--- config.mk ---
export PLATFORM = sky130hd
export DESIGN_NAME = dz_count_ctrl
export DESIGN_NICKNAME = d
export VERILOG_FILES = /design/src/rtl/dz_pkg.sv /design/src/rtl/dz_prescaler.sv /design/src/rtl/dz_count_ctrl.sv
export SDC_FILE = /design/constraint.sdc
export NUM_CORES = 1
export LEC_CHECK = 0
export ABC_CLOCK_PERIOD_IN_PS = 3300
export BUFFER_PORTS_ARGS = -buffer_cell sky130_fd_sc_hd__clkbuf_2
export CAP_MARGIN = 20
export CORE_MARGIN = 1
export CORE_UTILIZATION = 65
export CTS_BUF_LIST = sky130_fd_sc_hd__clkbuf_2 sky130_fd_sc_hd__clkbuf_4 sky130_fd_sc_hd__clkbuf_8
export DETAILED_ROUTE_END_ITERATION = 10
export PLACE_DENSITY = 0.95
export SLEW_MARGIN = 0
export SYNTH_ARGS = -nofsm -noshare
export SYNTH_HDL_FRONTEND = slang
export SYNTH_SLANG_ARGS = --single-unit
--- constraint.sdc ---
create_clock -name clk -period 3.3 [get_ports clk]
set_input_delay 0.66 -clock clk [delete_from_list [all_inputs] [get_ports clk]]
set_output_delay 0.66 -clock clk [all_outputs]
set_load 0.05 [all_outputs]
--- src/rtl/dz_pkg.sv ---
// ---------------------------------------------------------------------------
// dz_pkg
// Shared types and constants for the dot-matrix countdown controller.
//   dz_state_t   : controller state (IDLE, RUN, PAUSE, DONE)
//   DZ_BLANK     : digit code that the show block renders as an empty matrix
//   DZ_MAX_DIGIT : highest digit the show block can render
// ---------------------------------------------------------------------------
package dz_pkg;

    typedef enum logic [1:0] {
        IDLE  = 2'd0,
        RUN   = 2'd1,
        PAUSE = 2'd2,
        DONE  = 2'd3
    } dz_state_t;

    localparam logic [2:0] DZ_BLANK     = 3'd7;
    localparam logic [2:0] DZ_MAX_DIGIT = 3'd5;

endpackage

--- src/rtl/dz_prescaler.sv ---
// ---------------------------------------------------------------------------
// dz_prescaler
// Modulo-N cycle counter with a terminal-count pulse.
//   clk : system clock
//   rst : synchronous active-low reset
//   en  : count enable; the counter holds its value while low
//   clr : synchronous clear back to 0, wins over en
//   tc  : high for the cycle in which the counter sits at N-1 while enabled;
//         the counter wraps to 0 on the edge ending that cycle
// ---------------------------------------------------------------------------
module dz_prescaler #(
    parameter int N = 1000
) (
    input  logic clk,
    input  logic rst,
    input  logic en,
    input  logic clr,
    output logic tc
);

    localparam int W = (N > 1) ? $clog2(N) : 1;

    logic [W-1:0] cnt;

    assign tc = en && (cnt == W'(N - 1));

    // NOTE: sequential state is written with non-blocking assignments so every
    // register samples the pre-edge values of the others, independent of the
    // order in which simulators evaluate the always blocks.
    always_ff @(posedge clk) begin
        if (!rst) begin
            cnt <= '0;
        end else if (clr) begin
            cnt <= '0;
        end else if (en) begin
            cnt <= tc ? '0 : cnt + W'(1);
        end
    end

endmodule

--- src/rtl/dz_count_ctrl.sv ---
// ---------------------------------------------------------------------------
// dz_count_ctrl
// Countdown sequencer for the 8x8 dot-matrix digit display. Counts from
// START_VAL down to 0 once per CLK_HZ cycles, controlled by start, pause and
// clear keys, then blinks digit 0 against the blank code.
//   clk       : 1 kHz system clock shared with the display scan
//   rst       : synchronous active-low reset
//   key_start : start / resume key (debounced level)
//   key_pause : pause / resume toggle key (debounced level)
//   key_clear : abort / reload key (debounced level)
//   num       : digit code for the show block, 0..5 or DZ_BLANK
//   running   : high while counting
//   done      : high while the countdown has expired and the display blinks
//   tick      : one-cycle pulse, aligned with num, on every decrement
// ---------------------------------------------------------------------------
module dz_count_ctrl
    import dz_pkg::*;
#(
    parameter int CLK_HZ     = 1000,
    parameter int START_VAL  = 5,
    parameter int BLINK_HALF = 250
) (
    input  logic       clk,
    input  logic       rst,
    input  logic       key_start,
    input  logic       key_pause,
    input  logic       key_clear,
    output logic [2:0] num,
    output logic       running,
    output logic       done,
    output logic       tick
);

    // An out-of-range reload value is clamped to the largest renderable digit.
    localparam logic [2:0] START_Q =
        (START_VAL > int'(DZ_MAX_DIGIT)) ? DZ_MAX_DIGIT : 3'(START_VAL);

    dz_state_t  state, state_d;
    logic [2:0] count, count_d;
    logic       key_start_q, key_pause_q, key_clear_q;
    logic       start_edge, pause_edge, clear_edge;
    logic       sec_tc, sec_clr;
    logic       blink_tc, blink_phase, phase_d;
    logic       tick_d;
    logic [2:0] num_d;

    assign start_edge = key_start & ~key_start_q;
    assign pause_edge = key_pause & ~key_pause_q;
    assign clear_edge = key_clear & ~key_clear_q;

    // Second timer: advances only in RUN, so PAUSE keeps the partial second.
    dz_prescaler #(.N(CLK_HZ)) u_sec (
        .clk (clk),
        .rst (rst),
        .en  (state == RUN),
        .clr (sec_clr),
        .tc  (sec_tc)
    );

    // Blink timer: held at 0 whenever the controller is not staying in DONE,
    // so each visit to DONE starts with a full phase-0 half-period.
    dz_prescaler #(.N(BLINK_HALF)) u_blink (
        .clk (clk),
        .rst (rst),
        .en  (state == DONE),
        .clr (state_d != DONE),
        .tc  (blink_tc)
    );

    // NOTE: every signal driven here gets a default before any branch, so no
    // path leaves a value unassigned and no latch is inferred.
    always_comb begin
        state_d = state;
        count_d = count;
        tick_d  = 1'b0;
        sec_clr = 1'b0;

        if (clear_edge) begin
            // Clear outranks everything, including a coincident terminal count.
            state_d = IDLE;
            count_d = START_Q;
            sec_clr = 1'b1;
        end else begin
            unique case (state)
                IDLE, DONE: begin
                    if (state == DONE) count_d = '0;
                    if (start_edge) begin
                        count_d = START_Q;
                        sec_clr = 1'b1;
                        state_d = (START_Q == 3'd0) ? DONE : RUN;
                    end
                end
                RUN: begin
                    if (sec_tc) begin
                        tick_d = 1'b1;
                        if (count != 3'd0) count_d = count - 3'd1;
                        // Reaching zero outranks a coincident pause.
                        if (count <= 3'd1) state_d = DONE;
                        else if (pause_edge) state_d = PAUSE;
                    end else if (pause_edge) begin
                        state_d = PAUSE;
                    end
                end
                PAUSE: begin
                    if (start_edge || pause_edge) state_d = RUN;
                end
                default: state_d = IDLE;
            endcase
        end

        phase_d = 1'b0;
        if (state_d == DONE) phase_d = blink_tc ? ~blink_phase : blink_phase;

        num_d = count_d;
        if (state_d == DONE) num_d = phase_d ? DZ_BLANK : 3'd0;
    end

    always_ff @(posedge clk) begin
        if (!rst) begin
            state       <= IDLE;
            count       <= START_Q;
            blink_phase <= 1'b0;
            key_start_q <= 1'b0;
            key_pause_q <= 1'b0;
            key_clear_q <= 1'b0;
            num         <= START_Q;
            running     <= 1'b0;
            done        <= 1'b0;
            tick        <= 1'b0;
        end else begin
            state       <= state_d;
            count       <= count_d;
            blink_phase <= phase_d;
            key_start_q <= key_start;
            key_pause_q <= key_pause;
            key_clear_q <= key_clear;
            num         <= num_d;
            running     <= (state_d == RUN);
            done        <= (state_d == DONE);
            tick        <= tick_d;
        end
    end

endmodule

---- Yosys cells after proc, flatten, opt, wreduce, memory -nomap -nowiden ----
Cells that the tools add are included.
cells by class
  bitwise operators ....................... 9
  multiplexer cells ....................... 23
  shift-type cells ........................ 0
  divide/modulo/power cells ............... 0
  reduce and logical (&&, ||, !) cells .... 9
  $lt $le $gt $ge ......................... 1
  add/sub/neg operators ................... 3
  multipliers ............................. 0
  equality and inequality tests ........... 8
operator list
  kind                                                                   number
  3-bit 2-to-1 mux                                                       7
  2-bit 2-to-1 mux                                                       6
  10-bit by 1-bit adder with 10-bit output, second input constant        1
  10-bit equality test, second input constant                            1
  10-bit 2-to-1 mux                                                      1
  8-bit by 1-bit adder with 8-bit output, second input constant          1
  8-bit equality test, second input constant                             1
  8-bit 2-to-1 mux                                                       1
  2-bit equality test, second input constant                             3
  1-bit 2-to-1 mux                                                       6
  1-bit inverter                                                         6
  2-bit case mux with 3 select lines                                     1
  3-bit case mux with 2 select lines                                     1
  2-bit OR reduction                                                     3
  2-bit by 1-bit equality test with 1-bit output, second input constant  2
  1-bit AND                                                              3
  3-bit by 1-bit <= comparator with 1-bit output, second input constant  1
  3-bit nonzero test                                                     1
  3-bit OR reduction                                                     1
  3-bit by 1-bit subtractor with 3-bit output, second input constant     1
  1-bit logical AND                                                      2
  2-bit logical NOT                                                      1
  2-bit != test, second input constant                                   1
  1-bit logical OR                                                       1
word-level totals
  output and inout bits ................... 6
  logic and storage cells ................. 65
  register bits after elaboration ......... 33
  bits in read-only memories .............. 0
  bits of input ports ..................... 5
  RAM bits ................................ 0
  memories kept ........................... 0
  bits in latches ......................... 0

---- Depth between registers and ports, before layout ----
Gate-level depths: netlist (run 1).
  word-level depth ........................ 11
  depth in mapped cells ................... 10

---- Modules after synthesis ----
Synthesis (run 1) repeated with hierarchy kept, for this count alone.
unflattened totals
  cells, all modules ...................... 191
  area total of the unflattened synthesis .. 1,798.0 um^2
by module, submodules not included
  module                   seq. area each (um^2)  instances  area each (um^2)  cells each
  dz_count_ctrl            300.3                  1          823.3             84
  dz_prescaler at u_sec    200.2                  1          536.8             57
  dz_prescaler at u_blink  160.2                  1          437.9             50

---- Worst setup path after synthesis (run 1) ----
No wires, ideal clock.
  path kind ............................... reg-to-reg
  from .................................... reg state[0]
  to ...................................... reg num[1]
  stages on the path, launching flop included .. 9
  setup time .............................. 128 ps
  slack ................................... 1,469 ps
  buffers on the path ..................... 1
  arrival time ............................ 1,703 ps
  period minus slack after synthesis ...... 1,831 ps
  cell sequence ........................... dfxtp_1 > ha_1 > buf_6 > and4_4 > and4_4 > o211ai_4 > a221oi_4 > and2_2 > o32ai_1
between the ends
  longest elaborated chain between the ends .. 9
RTL lines
  element                                                                             line                                        text
  start, declared                                                                     dz_count_ctrl.sv:38                         dz_state_t state, state_d;
  start signal, assigned                                                              dz_count_ctrl.sv:131                        state <= state_d;
  2-bit 2-to-1 mux or 2-bit by 1-bit equality test with 1-bit output (tied branches)  --
  2-bit 2-to-1 mux or 1-bit logical AND (tied branches)                               dz_count_ctrl.sv:98, dz_prescaler.sv:25
  2-bit 2-to-1 mux                                                                    dz_count_ctrl.sv:94                         if (sec_tc) begin
  2-bit case mux with 3 select lines                                                  dz_count_ctrl.sv:84                         unique case (state)
  2-bit 2-to-1 mux                                                                    dz_count_ctrl.sv:78                         if (clear_edge) begin
  2-bit equality test                                                                 dz_count_ctrl.sv:112, dz_count_ctrl.sv:115
  1-bit 2-to-1 mux                                                                    dz_count_ctrl.sv:112                        if (state_d == DONE) phase_d = blink_tc ? ~blink_phase : blink_phase;
  3-bit 2-to-1 mux                                                                    dz_count_ctrl.sv:115                        if (state_d == DONE) num_d = phase_d ? DZ_BLANK : 3'd0;
  3-bit 2-to-1 mux *                                                                  dz_count_ctrl.sv:115
  end signal, assigned                                                                dz_count_ctrl.sv:137                        num <= num_d;
  end, declared                                                                       dz_count_ctrl.sv:28                         output logic [2:0] num,
Every way passes the cells marked *; elsewhere a longest branch is shown, timed or not.
A chain may end at the register's enable or synchronous reset.

---- Final worst setup path (run 1) ----
  from .................................... reg state[0]
  to ...................................... reg num[2]
Same word-level chain as after synthesis.

==> impl_metrics.env, run 1 <==
export IMPL_grt_max_degree=11
export IMPL_dp_cells=220
export IMPL_clock_sink_count=33
export IMPL_drt_total_wl_mm=3.46
export IMPL_fin_ws_ns=1.14
export IMPL_p_leak_nw=0.701
export IMPL_ctsHoldBuffers=0
export IMPL_dieArea_mm2=0.00274
export IMPL_synth_ff_type="dfxtp_1"
export IMPL_cts_root_buf="clkbuf_4"
export IMPL_wl_per_cell_um=15.2
export IMPL_grt_overflow_total=0
export IMPL_worstSkewPairLatency_ns=0.35
export IMPL_yosys_area_top_type_share_pct=40.2
export IMPL_finClkSkew_ns=0.0110
export IMPL_ys_seq_area_share_pct=40.2
export IMPL_cap_viol_max_count=0
export IMPL_post_place_ws_ns=1.23
export IMPL_period_needed_ns=2.16
export IMPL_synth_edf_count=0
export IMPL_ir_drop_v=0.000368
export IMPL_syn_avg_cell_area_um2=8.94
export IMPL_timing_slew_headroom_pct=76.5
export IMPL_die_w_um=52.3
export IMPL_syn_inst=184
export IMPL_slew_viol_final=0
export IMPL_instances_no_fill=228
export IMPL_status="finished clean"
export IMPL_yosysWarningCount=0
export IMPL_antenna_found_initial=0
export IMPL_vias=1313
export IMPL_fin_tns_setup_ns=0
export IMPL_placed_area_mm2=0.00172
export IMPL_grt_pass1_wl_mm=5.51
export IMPL_post_cts_resized=0
export IMPL_fin_crit_sh_pct=65.4
export IMPL_finalPower_w=0.000738
export IMPL_yosys_area_top_type="dfxtp_1"
export IMPL_max_freq_ghz=0.464
export IMPL_drc=0
export IMPL_grt_pass1_vias=1271
export IMPL_cts_setup_buffers=0
export IMPL_clk_path_buf_depth=2
export IMPL_synth_area_mm2=0.00165
export IMPL_cts_clk_slew_worst_paths_ns=0.10
export IMPL_synthTopCellsByCount="dfxtp_1 (33), nor2_1 (25), nand2_1 (14)"
export IMPL_cts_tree="yes"
export IMPL_core_area_mm2=0.00230
export IMPL_dpl_hpwl_mm=2.37
export IMPL_tightest_slew_ns=0.350
export IMPL_drt_pass1_iter_count=4
export IMPL_num_fill_cells=146
export IMPL_final_cell_area_mm2=0.00179
export IMPL_multiInputGateArea_um2=928
export IMPL_setup_viol=0
export IMPL_path_class="reg -> reg"
export IMPL_drt_iter0_markers=31
export IMPL_synth_seq_cells=33
export IMPL_start_util_pct=71.6
export IMPL_powerDensity_mw_per_mm2=413
export IMPL_worst_path_max_fanout=9
export IMPL_gp_congestion=0.811
export IMPL_drive_gt1_share_pct=17.5
export IMPL_die_y_um=52.3
export IMPL_cp_start_kind="register"
export IMPL_final_nets=214
export IMPL_drtAntennaViolNets=0
export IMPL_synth_area_leaders="dfxtp_1 (40%), ha_1 (7.6%), nor2_1 (5.7%)"
export IMPL_ios=11
export IMPL_rsz0062_at_grt="false"
export IMPL_crit_arrival_ns=2.46
export IMPL_required_ns=3.60
export IMPL_cts_buffers=5
export IMPL_ys_types=44
export IMPL_port_buffers=10
export IMPL_async_flop_share_pct=0
export IMPL_end_kind="register"
export IMPL_seq_area_um2=661
export IMPL_diodes=0
export IMPL_area_growth_pct=8.52
export IMPL_num_rows=17
export IMPL_hold_viol_final=0
export IMPL_synth_most_common_cell="dfxtp_1"
export IMPL_ctsHtreeMaxLevel=2
export IMPL_grt_usage_pct=28.8
export IMPL_drt_vias_per_instance=5.76
export IMPL_hp_class="reg -> reg"
export IMPL_synthesis_nets=199
==> sequential cells by signal, indices dropped and copies added (netlist names) <==
| register | flops |
|---|---|
| running | 1 |
| blink_phase | 1 |
| tick | 1 |
| count | 3 |
| done | 1 |
| u_sec.cnt | 10 |
| num | 3 |
| key_clear_q | 1 |
| key_start_q | 1 |
| u_blink.cnt | 8 |
| state | 2 |
| key_pause_q | 1 |
==> per-layer routing <==
layer	up-vias	track usage [%]	part of all wire, %
met5	-	0	0
met4	0	17.1	1.9
met3	8	7.54	3.1
met2	19	49.4	50
met1	634	31.3	45
li1	652	-	-
==> cells by family (layout without fill, tap and decap cells) <==
kind of cell             count (synthesis)  count (layout)  synth area share, %
AND/OR/NAND/NOR                         85              85                 27.4
flip-flops                              33              33                 40.2
AO/OA/AOI/OAI                           28              28                 13.4
XOR/XNOR                                14              14                 7.45
buffers and inverters                   13              29                 3.42
adder cells (fa/ha/maj)                 10              10                 7.60
multiplexers                             1               1                0.608
==> stage by stage <==
stage | utilization [%] | hold WS [ns]
after global placement | 74.7 | 0.460
final | 77.7 | 0.501
after CTS | 77.7 | 0.500
after detailed placement | 74.7 | 0.473
after global routing | 77.7 | 0.524
after floorplan | - | 0.448
==> cell usage in the layout, fill, tap and decap left out, types with 5 or more instances in the layout <==
| master | synthesis | routed |
|---|---|---|
| nand3_1 | 7 | 7 |
| a21oi_1 | 8 | 8 |
| xor2_1 | 9 | 9 |
| xnor2_1 | 5 | 5 |
| nand4_1 | 5 | 5 |
| clkbuf_4 | 0 | 5 |
| and2_1 | 5 | 5 |
| o21ai_0 | 5 | 5 |
| dfxtp_1 | 33 | 33 |
| nor2_1 | 25 | 25 |
| clkbuf_2 | 0 | 10 |
| ha_1 | 10 | 10 |
| inv_1 | 10 | 10 |
| nand2_1 | 14 | 14 |
| nand2b_1 | 5 | 5 |
==> final timing paths <==
kind	start	to	slack [ns]	cells after the start
min reg2reg	u_sec.cnt[1]	u_sec.cnt[1]	0.50	2
min	u_sec.cnt[1]	u_sec.cnt[1]	0.50	2
max reg2reg	state[0]	num[2]	1.14	7
max	state[0]	num[2]	1.14	7
==> worst max-delay path, cell delays in order, from the launching register on <==
cell and delay (ns):
dfxtp_1 0.43, ha_1 0.35, and4_4 0.28, and4_4 0.25, o211ai_4 0.11, a21boi_0 0.34, nand3b_1 0.14, a21bo_2 0.20
==> area by class of cell <==
cell class | instances | share of cell area, %
clock inverter | 1 | 0.280
sequential | 33 | 37.0
multi-input combinational | 138 | 52.0
inverter | 11 | 2.31
tap | 28 | 1.96
clock buffer | 7 | 3.64
timing repair buffer | 10 | 2.80
==> power breakdown <==
group	switching (W)	internal (W)
registers	0.00000449	0.000404
logic	0.0000430	0.0000225
clock network	0.000140	0.000123
(Power assumes the default switching activity.)
==> inputs of run 2 (changes only) <==
--- a/config.mk
+++ b/config.mk
@@ -5,14 +5,14 @@
 export SDC_FILE = /design/constraint.sdc
 export NUM_CORES = 1
 export LEC_CHECK = 0
-export ABC_CLOCK_PERIOD_IN_PS = 3300
+export ABC_CLOCK_PERIOD_IN_PS = 2170
 export BUFFER_PORTS_ARGS = -buffer_cell sky130_fd_sc_hd__clkbuf_2
 export CAP_MARGIN = 20
 export CORE_MARGIN = 1
-export CORE_UTILIZATION = 65
+export CORE_UTILIZATION = 62
 export CTS_BUF_LIST = sky130_fd_sc_hd__clkbuf_2 sky130_fd_sc_hd__clkbuf_4 sky130_fd_sc_hd__clkbuf_8
 export DETAILED_ROUTE_END_ITERATION = 10
-export PLACE_DENSITY = 0.95
+export PLACE_DENSITY = 0.91
 export SLEW_MARGIN = 0
 export SYNTH_ARGS = -nofsm -noshare
 export SYNTH_HDL_FRONTEND = slang
==> constraint.sdc (replaced) <==
create_clock -name clk -period 2.17 [get_ports clk]
set_input_delay 0.434 -clock clk [delete_from_list [all_inputs] [get_ports clk]]
set_output_delay 0.434 -clock clk [all_outputs]
set_load 0.05 [all_outputs]
==> run 2 against run 1 <==
Against the previous run: cell count grew 1.3%; hold slack lost 0.18 ns; final area grew 0.84%; maximum frequency grew 6.5%; global-route usage shrank 1.3 points; die area grew 4.7%; core utilization shrank 5.7 points; critical path depth shrank 1; clock skew shrank 0.0027 ns; count of clock-buffer cells in the layout is the same; largest cell class unchanged.
==> impl_metrics.env, run 2 (synthesized netlist as in run 1, its figures left out) <==
export IMPL_status="finished clean"
export IMPL_core_area_mm2=0.00250
export IMPL_instances_no_fill=231
export IMPL_p_leak_nw=0.706
export IMPL_fin_crit_sh_pct=93.3
export IMPL_clk_path_buf_depth=2
export IMPL_worst_path_max_fanout=9
export IMPL_grt_pass1_vias=1347
export IMPL_cts_buffers=5
export IMPL_drt_vias_per_instance=5.89
export IMPL_cts_root_buf="clkbuf_4"
export IMPL_gp_congestion=0.863
export IMPL_powerDensity_mw_per_mm2=626
export IMPL_final_cell_mix="dfxtp_1 (32), nor2_1 (25), nand2_1 (14), ha_1 (10), clkbuf_2 (10)"
export IMPL_cp_start_kind="register"
export IMPL_port_buffers=10
export IMPL_drive_gt1_share_pct=18.9
export IMPL_path_delay_family="simple AND/OR/NAND/NOR gates"
export IMPL_cap_viol_max_count=0
export IMPL_hold_viol_final=0
export IMPL_vias=1360
export IMPL_antenna_found_initial=0
export IMPL_fin_tns_setup_ns=0
export IMPL_critical_path_buf_inv_count=0
export IMPL_path_class="reg -> reg"
export IMPL_cts_setup_buffers=0
export IMPL_drt_total_wl_mm=3.39
export IMPL_dieArea_mm2=0.00286
export IMPL_ios=11
export IMPL_cts_tree="yes"
export IMPL_num_rows=18
export IMPL_dp_cells=223
export IMPL_required_ns=2.41
export IMPL_fin_ws_ns=0.145
export IMPL_regMostFlops="u_sec.cnt"
export IMPL_setup_viol=0
export IMPL_grt_usage_pct=27.5
export IMPL_reg_top3="u_sec.cnt x10, u_blink.cnt x8"
export IMPL_die_y_um=53.5
export IMPL_num_fill_cells=177
export IMPL_critical_path_max_stage_delay_ns=0.43
export IMPL_drc=0
export IMPL_cp_startpoint="state[0]"
export IMPL_cts_clk_slew_worst_paths_ns=0.11
export IMPL_cp_cell_sequence="ha_1, and4b_1, nand3_1, xor2_1, nand3b_1, a21bo_2"
export IMPL_timing_slew_headroom_pct=78.0
export IMPL_post_place_ws_ns=0.174
export IMPL_period_needed_ns=2.03
export IMPL_area_growth_pct=9.43
export IMPL_diodes=0
export IMPL_drtAntennaViolNets=0
export IMPL_grt_pass1_wl_mm=5.60
export IMPL_tightest_slew_ns=0.330
export IMPL_final_nets=215
export IMPL_grt_overflow_total=0
export IMPL_grt_max_degree=11
export IMPL_end_kind="register"
export IMPL_ctsHtreeMaxLevel=2
export IMPL_whs_ns=0.324
export IMPL_finClkSkew_ns=0.00833
export IMPL_slowest_stage="dfxtp_1"
export IMPL_wl_per_cell_um=14.7
export IMPL_crit_arrival_ns=2.26
export IMPL_rsz0062_at_grt="false"
export IMPL_largest_reg_flops=10
export IMPL_min_from="key_start"
export IMPL_clock_sink_count=33
export IMPL_r2r_start="state[0]"
export IMPL_drt_iter0_markers=65
export IMPL_slew_viol_final=0
export IMPL_dpl_hpwl_mm=2.54
export IMPL_hp_class="in -> reg"
export IMPL_r2r_slack_ns=0.14
export IMPL_die_w_um=53.5
export IMPL_worstSkewPairLatency_ns=0.34
export IMPL_ir_drop_v=0.000576
export IMPL_drt_pass1_iter_count=4
export IMPL_start_util_pct=65.8
export IMPL_final_common_cell="dfxtp_1"
export IMPL_max_freq_ghz=0.494
==> run 2: changes by cell type in the layout (fill, tap and decap cells not counted), sizes merged <==
cell / before / now
clkinvlp: 0 / 1
buf: 0 / 1
inv: 11 / 10
==> run 2: path summary, 6_finish.rpt <==
path	to	cells past startpoint
worst max-delay path	num[2]	6
worst min-delay path	key_start_q	2
worst max register to register	num[2]	6
worst min register to register	u_blink.cnt[5]	2
==> run 2: cell type report <==
class / count / area, µm² / area share, %
flip-flops and latches: 33 / 662 / 36.8
clock buffers: 7 / 65.1 / 3.61
multi-input cells: 138 / 928 / 51.6
clock inverters: 1 / 5.00 / 0.278
repair buffers: 11 / 57.6 / 3.20
well taps: 30 / 37.5 / 2.08
inverters: 11 / 45.0 / 2.50
==> run 2: worst reg2reg max path, cell delays in order, from the launching register on <==
cell and delay, ns:
dfxtp_1 0.43, ha_1 0.38, and4b_1 0.24, nand3_1 0.22
xor2_1 0.28, nand3b_1 0.15, a21bo_2 0.23
==> run 2: metrics by stage <==
stage / power, W / utilization [%] / cell area [µm²]
finish: 0.00113 / 72.0 / 1800
global route: 0.00117 / 72.0 / 1800
CTS: 0.00112 / 71.8 / 1800
detailed placement: 0.000732 / 69.0 / 1730
global placement: 0.000727 / 69.0 / 1730
floorplan: 0.000708 / - / 1650
==> run 2: layer usage <==
metal | part of all wire [%] | up-vias | GRT usage [%]
met2 | 50 | 43 | 47.3
met3 | 5.4 | 9 | 8.62
li1 | - | 659 | -
met1 | 43 | 649 | 31.5
met4 | 1.4 | 0 | 10.1
met5 | 0 | - | 0
==> run 2: timing repair <==
| item | 4_1_cts | 5_1_grt |
|---|---|---|
| endpoints found under the setup margin | 0 | 3 |
| resized for setup | 0 | 2 |
| hold buffers | 0 | 0 |
==> run 2: report_power, final <==
group	leakage [nW]	internal (W)	switching, W
Combinational	0.397	0.0000359	0.0000638
Sequential	0.268	0.000615	0.00000684
Clock	0.0413	0.000188	0.000218
==> inputs of run 3 (changes only) <==
--- a/config.mk
+++ b/config.mk
@@ -12,7 +12,7 @@
 export CORE_UTILIZATION = 62
 export CTS_BUF_LIST = sky130_fd_sc_hd__clkbuf_2 sky130_fd_sc_hd__clkbuf_4 sky130_fd_sc_hd__clkbuf_8
 export DETAILED_ROUTE_END_ITERATION = 10
-export PLACE_DENSITY = 0.91
+export PLACE_DENSITY = 0.9
 export SLEW_MARGIN = 0
 export SYNTH_ARGS = -nofsm -noshare
 export SYNTH_HDL_FRONTEND = slang
==> run 3 against run 2 <==
Against the previous run: combinational power shrank 2%; critical path type unchanged; wire length shrank 2.3%; flip-flop and latch count is the same; non-clock buffer count is the same; core utilization grew 0.70 points; via count shrank 4.0%; largest power group unchanged; register-to-register slack gained 0.05 ns; critical endpoint unchanged; critical path depth is the same.
==> impl_metrics.env, run 3 (synthesized netlist as in run 1, its figures left out) <==
export IMPL_die_w_um=53.5
export IMPL_end_kind="register"
export IMPL_ctsHtreeMaxLevel=2
export IMPL_dieArea_mm2=0.00286
export IMPL_critical_path_max_stage_delay_ns=0.43
export IMPL_grt_pass1_wl_mm=5.33
export IMPL_core_area_mm2=0.00250
export IMPL_hp_class="in -> reg"
export IMPL_drt_total_wl_mm=3.31
export IMPL_grt_usage_pct=27.5
export IMPL_fin_ws_ns=0.198
export IMPL_clkPwrFrac_pct=40.5
export IMPL_drt_vias_per_instance=5.65
export IMPL_slowest_stage="dfxtp_1"
export IMPL_regMostFlops="u_sec.cnt"
export IMPL_grt_overflow_total=0
export IMPL_worst_path_max_fanout=9
export IMPL_ctsHoldBuffers=0
export IMPL_fin_util_pct=72.7
export IMPL_reg_top3="u_sec.cnt x10, u_blink.cnt x8"
export IMPL_tightest_slew_ns=0.303
export IMPL_drc=0
export IMPL_fin_crit_sh_pct=90.9
export IMPL_final_cell_mix="dfxtp_1 (32), nor2_1 (25), nand2_1 (14), inv_1 (10), clkbuf_2 (10)"
export IMPL_ir_drop_v=0.000613
export IMPL_gp_congestion=0.872
export IMPL_sw_frac_of_total_pct=22.4
export IMPL_max_freq_ghz=0.507
export IMPL_num_fill_cells=196
export IMPL_post_cts_resized=0
export IMPL_drt_iter0_markers=43
export IMPL_port_buffers=10
export IMPL_finClkSkew_ns=0.00988
export IMPL_vias=1306
export IMPL_p_switching_w=0.000271
export IMPL_whs_ns=0.318
export IMPL_dpl_hpwl_mm=2.50
export IMPL_cts_root_buf="clkbuf_4"
export IMPL_setup_viol=0
export IMPL_powerDensity_mw_per_mm2=665
export IMPL_fin_tns_setup_ns=0
export IMPL_path_class="reg -> reg"
export IMPL_required_ns=2.41
export IMPL_timing_slew_headroom_pct=79.8
export IMPL_cts_setup_buffers=0
export IMPL_crit_arrival_ns=2.21
export IMPL_cts_tree="yes"
export IMPL_die_y_um=53.5
export IMPL_antenna_found_initial=0
export IMPL_status="finished clean"
export IMPL_finalPower_w=0.00121
export IMPL_diodes=0
export IMPL_clock_sink_count=33
export IMPL_largest_reg_flops=10
export IMPL_cts_clk_slew_worst_paths_ns=0.10
export IMPL_period_needed_ns=1.97
export IMPL_final_nets=215
export IMPL_area_growth_pct=10.5
export IMPL_drive_gt1_share_pct=18.9
export IMPL_wl_per_cell_um=14.3
export IMPL_multiInputGateArea_um2=931
export IMPL_internal_power_w=0.000938
export IMPL_drtAntennaViolNets=0
export IMPL_p_leak_nw=0.712
export IMPL_grt_max_degree=11
export IMPL_drt_pass1_iter_count=4
export IMPL_rsz0062_at_grt="false"
export IMPL_grt_pass1_vias=1239
export IMPL_num_rows=18
export IMPL_post_place_ws_ns=0.161
export IMPL_p_seq_share_pct=51.4
export IMPL_hold_viol_final=0
export IMPL_cp_start_kind="register"
export IMPL_clk_path_buf_depth=2
export IMPL_final_common_cell="dfxtp_1"
export IMPL_cap_viol_max_count=0
export IMPL_combPwrFrac_pct=8.1
export IMPL_start_util_pct=65.8
export IMPL_seq_area_um2=662
export IMPL_worstSkewPairLatency_ns=0.34
export IMPL_slew_viol_final=0
export IMPL_cp_cell_sequence="ha_2, and4b_1, nand3_1, xor2_1, nand3b_1, a21bo_2"
export IMPL_cts_buffers=5
export IMPL_ios=11
-- run 3: cell types whose count changed in the layout (fill, tap and decap cells not counted), sizes merged --
| cell | before | now |
|---|---|---|
| bufinv | 0 | 1 |
| clkinv | 1 | 0 |
| clkinvlp | 1 | 0 |
| inv | 10 | 11 |
-- run 3: metrics by stage --
| step | cells | instance area (µm²) |
|---|---|---|
| 5_1_grt | 231 | 1820 |
| 3_5_place_dp | 223 | 1730 |
| 4_1_cts | 231 | 1810 |
| 6_report | 231 | 1820 |
| 2_1_floorplan | 184 | 1650 |
| 3_3_place_gp | 223 | 1730 |
-- run 3: cell type report --
cell class / count / share of cell area [%]
well taps: 30 / 2.06
multi-input cells: 138 / 51.2
inverters: 11 / 2.27
clock buffers: 7 / 3.23
repair buffers: 11 / 3.17
clock inverters: 1 / 1.65
flip-flops and latches: 33 / 36.4
-- run 3: final timing paths --
kind / start / to / slack [ns] / cells past startpoint
min: key_pause / key_pause_q / 0.32 / 2
max: state[0] / num[2] / 0.20 / 6
max reg2reg: state[0] / num[2] / 0.20 / 6
min reg2reg: u_blink.cnt[5] / u_blink.cnt[5] / 0.50 / 2
-- run 3: power groups by stage --
stage / combinational [W] / clock, W / sequential, W
3_5_place_dp: 0.0000961 / 0 / 0.000635
6_report: 0.0000978 / 0.000489 / 0.000622
3_3_place_gp: 0.0000925 / 0 / 0.000635
5_1_grt: 0.000108 / 0.000519 / 0.000623
2_1_floorplan: 0.0000637 / 0 / 0.000644
4_1_cts: 0.0000969 / 0.000500 / 0.000622
-- run 3: per-layer routing --
layer	part of all wire [%]	vias to the layer above	track usage, %
li1	-	657	-
met1	44	619	31.0
met2	50	26	45.8
met3	4.7	4	6.90
met4	1.6	0	17.1
met5	0	-	0
-- run 3: worst max-delay path, delay by kind of cell, from the launching register on --
family,cells,cell delay [ns]
simple gates,3,0.62
fa+ha+maj,1,0.32
compound gates,1,0.22
xor+xnor,1,0.29
flops,1,0.43
